File: src/rtl/start_input_conditioner_pkg.sv
// Shared constants for the start/run input conditioner that feeds the T0/T1/T2 controller.
package start_input_conditioner_pkg;

    localparam int unsigned DEFAULT_DEBOUNCE_CYCLES = 4;
    localparam int unsigned DEFAULT_CNT_WIDTH       = 3;

    // Two-flop synchroniser depth for every asynchronous input channel.
    localparam int unsigned SYNC_STAGES             = 2;

endpackage

File: src/rtl/start_input_conditioner_debounce_channel.sv
// One input channel: two-flop synchroniser, consecutive-mismatch counter and debounced level.
module debounce_channel
    import start_input_conditioner_pkg::*;
#(
    parameter int unsigned DEBOUNCE_CYCLES = DEFAULT_DEBOUNCE_CYCLES,
    parameter int unsigned CNT_WIDTH       = DEFAULT_CNT_WIDTH
) (
    input  logic clock,
    input  logic reset,
    input  logic raw,
    output logic level,
    output logic rise
);

    localparam logic [CNT_WIDTH-1:0] CNT_LAST = CNT_WIDTH'(DEBOUNCE_CYCLES - 1);

    logic [SYNC_STAGES-1:0] sync_q;
    logic [CNT_WIDTH-1:0]   cnt_q, cnt_d;
    logic                   level_q, level_d;
    logic                   sample;

    assign sample = sync_q[SYNC_STAGES-1];

    // Any sample agreeing with the current level restarts qualification.
    always_comb begin
        cnt_d   = '0;
        level_d = level_q;
        if (sample != level_q) begin
            if (cnt_q == CNT_LAST) begin
                level_d = sample;
            end else begin
                cnt_d = cnt_q + 1'b1;
            end
        end
    end

    always_ff @(posedge clock) begin
        if (reset) begin
            sync_q  <= '0;
            cnt_q   <= '0;
            level_q <= 1'b0;
        end else begin
            sync_q  <= {sync_q[SYNC_STAGES-2:0], raw};
            cnt_q   <= cnt_d;
            level_q <= level_d;
        end
    end

    assign level = level_q;
    // High during the cycle whose closing edge flips the level 0->1.
    assign rise  = ~level_q & level_d;

endmodule

File: src/rtl/start_input_conditioner.sv
// Conditions the raw start button and run sensor into S (one-shot start) and X (debounced run).
module start_input_conditioner
    import start_input_conditioner_pkg::*;
#(
    parameter int unsigned DEBOUNCE_CYCLES = DEFAULT_DEBOUNCE_CYCLES,
    parameter int unsigned CNT_WIDTH       = DEFAULT_CNT_WIDTH
) (
    input  logic clock,
    input  logic reset,
    input  logic start_raw,
    input  logic x_raw,
    input  logic ctrl_idle,
    output logic S,
    output logic X,
    output logic start_level
);

    logic start_lvl, start_rise;
    logic x_lvl, x_rise;
    logic s_q;

    debounce_channel #(
        .DEBOUNCE_CYCLES (DEBOUNCE_CYCLES),
        .CNT_WIDTH       (CNT_WIDTH)
    ) u_start_chan (
        .clock (clock),
        .reset (reset),
        .raw   (start_raw),
        .level (start_lvl),
        .rise  (start_rise)
    );

    debounce_channel #(
        .DEBOUNCE_CYCLES (DEBOUNCE_CYCLES),
        .CNT_WIDTH       (CNT_WIDTH)
    ) u_x_chan (
        .clock (clock),
        .reset (reset),
        .raw   (x_raw),
        .level (x_lvl),
        .rise  (x_rise)
    );

    // A rise seen while the controller is busy is dropped, never queued.
    always_ff @(posedge clock) begin
        if (reset) begin
            s_q <= 1'b0;
        end else begin
            s_q <= start_rise & ctrl_idle;
        end
    end

    assign S           = s_q;
    assign X           = x_lvl;
    assign start_level = start_lvl;

    logic unused_x_rise;
    assign unused_x_rise = x_rise;

endmodule

File: config.mk
export PLATFORM = sky130hd
export DESIGN_NAME = start_input_conditioner
export DESIGN_NICKNAME = d
export VERILOG_FILES = /design/src/rtl/start_input_conditioner_pkg.sv /design/src/rtl/start_input_conditioner_debounce_channel.sv /design/src/rtl/start_input_conditioner.sv
export SDC_FILE = /design/constraint.sdc
export NUM_CORES = 1
export LEC_CHECK = 0
export ABC_CLOCK_PERIOD_IN_PS = 1200
export BUFFER_PORTS_ARGS = -buffer_cell sky130_fd_sc_hd__buf_2
export CAP_MARGIN = 20
export CORE_MARGIN = 2
export CORE_UTILIZATION = 35
export CTS_CLUSTER_DIAMETER = 200
export CTS_CLUSTER_SIZE = 16
export DETAILED_ROUTE_END_ITERATION = 12
export HOLD_SLACK_MARGIN = 0.12
export PLACE_DENSITY = 0.64
export SYNTH_ARGS = -nofsm -noshare
export SYNTH_HDL_FRONTEND = slang
export SYNTH_SLANG_ARGS = --single-unit
File: constraint.sdc
create_clock -name clock -period 1.2 [get_ports clock]
set_input_delay 0.06 -clock clock [delete_from_list [all_inputs] [get_ports clock]]
set_output_delay 0.06 -clock clock [all_outputs]
set_load 0.01 [all_outputs]
==> reports/metrics.csv <==
metric,value,unit
min Tclk post-route,1110,ps
HPWL Detailed,438,um
Worst Reg-to-Reg Cells,4,
Post-Syn Nets,47,
Post-route DRC,0,
Clock Skew,0.364,ps
DR WL/cell,10.4,um
Synth warnings,0,
Final setup viols,0,
outcome,finished clean,
fin util,47.5,%
Final Worst Setup Slack,90.6,ps
Worst Tran Pin Value,369,ps
syn avg cell area,12.1,um2
Final ANT Viol Nets,0,
R2R Path End,S$_SDFF_PP0_,
Min Hold Slack,127,ps
placed cells,59,
Mapped Area,458,um2
RePlAce Congestion,0.677,
P_leak,0.000237,uW
Root Driver,clkbuf_4,
Num CTS Buffers,3,
Top delay family on crit path,adder cells,
final WL,696,um
Critical Path AT,1290,ps
DR vias/cell,4.69,
CP peak stage delay,340,ps
die area,0.00161,mm2
"Cell Chain, Critical Path",ha_1 > ha_2 > nand2_1 > nor4b_2,
Worst Hold Path Cells,2,
Sink Count,13,
FF-to-FF Start,u_start_chan.cnt_q[0]$_SDFF_PP0_,
register area,260,um2
crit-path max FO,5,
multi-input gate area in the final layout,206,um2
hold path start,reset,
CP endpoint kind,flip-flop,
PortBufs,7,
crit path buf inv count,0,
VDD IR max,603,uV
Die Y,40.2,um
clock slew seen by the registers of the worst setup and hold paths,80,ps
"Remaining Overflow, GRT",0,
number of synthesized flops with an enable pin,0,
DRT iter0 DRCs,1,
first drt pass iteration count,2,
final hold violation count,0,
worst slack at placement,-36.3,ps
final instance area,594,um2
sequential cell area fraction in the yosys report,56.8,%
first-pass GRT wire length,1.30,mm
predominant post-synthesis flop cell,dfxtp_1,
Worst setup SP type,flip-flop,
Yosys cell types,15,
area delta synth->final,29.8,%
Core Area,0.00125,mm2
Worst path slowest cell,dfxtp_1,
fmax,0.901,GHz
DR vias,314,
starting density of the core,36.6,%
CTS tree,built,
diodes inserted,0,
r2r setup slk,90,ps
Skew-Pair Late Insertion Delay,270,ps
Crit Path Category,flip-flop to flip-flop,
Worst Path Required,1380,ps
Hold Path Class,input port to flip-flop,
cell count after synthesis,38,
fin cells,67,
hold path endpoint,u_start_chan.sync_q[0]$_SDFF_PP0_,
Ports,8,
vias in the first global route,326,
RSZ-0062 raised after global routing,no,
Tot GR Track Use,13.1,%
max-slew headroom at the worst pin,75.2,%
standard-cell rows,13,
CP startpoint,u_start_chan.cnt_q[0]$_SDFF_PP0_,
CTS Buffer Depth,2,
Cell Pwr Density,1250,mW/mm2
"FFs w/ async S/R, synth",0,%
placed inst area,504,um2
share of the clock period used by the worst path,92.5,%
#FFs+latches synth,13,
layout cells sized above 1,30.8,%
initial antenna violation count,0,
H-Tree Depth,1,
DIE WIDTH,40.2,um
MaxCap Viol Count,0,
largest net degree at the start of global routing,14,
Max Slew Vio Count,0,
Nets,62,
fillers,115,
-- metal layers --
metal / global-route usage, % / vias up / part of all wire (%)
met3: 3.33 / 2 / 2.3
met1: 15.2 / 149 / 43
li1: - / 159 / -
met2: 20.6 / 4 / 53
met4: 10.0 / 0 / 1.0
met5: 0 / - / 0
-- power breakdown --
part / switching [uW] / internal (uW) / total (uW)
sequential: 3.72 / 439 / 443
clock: 135 / 129 / 264
combinational: 14.2 / 21.4 / 35.6
-- cells by family (layout without fill, tap and decap cells) --
| group | after synthesis | after routing | share of synthesized area (%) |
|---|---|---|---|
| compound gates | 1 | 1 | 1.09 |
| xor+xnor | 2 | 2 | 3.83 |
| fa+ha+maj | 4 | 4 | 10.9 |
| buf+inv | 3 | 17 | 3.28 |
| flops | 13 | 13 | 56.8 |
| mux | 1 | 1 | 2.19 |
| simple gates | 14 | 14 | 21.9 |
-- sequential cells by signal, indices dropped and copies added (netlist names) --
| name | cells |
|---|---|
| u_x_chan.cnt_q | 3 |
| u_start_chan.sync_q | 2 |
| u_x_chan.level | 1 |
| u_start_chan.level | 1 |
| S | 1 |
| u_x_chan.sync_q | 2 |
| u_start_chan.cnt_q | 3 |
-- synth_stat cells (all sizes together) (2+ instances only) --
library cell | count | area, um2
inv | 2 | 7.51
nor4 | 4 | 25.0
nor4b | 3 | 32.5
dfxtp | 13 | 260
and2b | 3 | 22.5
ha | 4 | 50.1
xnor2 | 2 | 17.5
-- area by class of cell --
type	instances	share of cell area [%]
Tap cell	15	3.16
Multi-Input combinational cell	22	34.7
Timing Repair Buffer	11	12.6
Clock buffer	4	4.42
Inverter	2	1.26
Sequential cell	13	43.8
-- layout by cell type (no fill, tap or decap) --
| cell type | n |
|---|---|
| dfxtp_1 | 13 |
| buf_2 | 7 |
| dlygate4sd3_1 | 4 |
| and2b_1 | 3 |
| clkbuf_4 | 3 |
| inv_1 | 2 |
| xnor2_1 | 2 |
| nor4_2 | 2 |
| nor4b_2 | 2 |
| nor4_1 | 2 |
| ha_1 | 2 |
| ha_2 | 2 |
| nor2b_1 | 1 |
| nor4b_1 | 1 |
| nand2_1 | 1 |
| mux2i_1 | 1 |
| nor2_1 | 1 |
| nand2b_1 | 1 |
| a21oi_1 | 1 |
| clkbuf_1 | 1 |
-- worst max path at each step --
stage | slack, ps | end | depth (start not counted)
4_1_cts | 20 | S$_SDFF_PP0_ | 4
6_report | 90 | S$_SDFF_PP0_ | 4
5_1_grt | 1 | S$_SDFF_PP0_ | 4
2_1_floorplan | 150 | u_x_chan.cnt_q[2]$_SDFF_PP0_ | 3
3_5_place_dp | -40 | S$_SDFF_PP0_ | 4
3_3_place_gp | 100 | u_x_chan.cnt_q[1]$_SDFF_PP0_ | 3
-- repair_timing --
item | 4_1_cts | 5_1_grt
hold buffers | 5 | 0
endpoints found under the hold margin | 4 | 0
resized for setup | 1 | 4
buffers inserted | 0 | 0
cloned | 0 | 0
endpoints found under the setup margin | 1 | 7
-- stage by stage --
stage / total power (uW) / setup TNS, ps
6_report: 742 / 0
5_1_grt: 779 / 0
4_1_cts: 756 / 0
3_5_place_dp: 477 / -36.3
3_3_place_gp: 476 / 0
2_1_floorplan: 469 / 0
(Power assumes the default switching activity.)
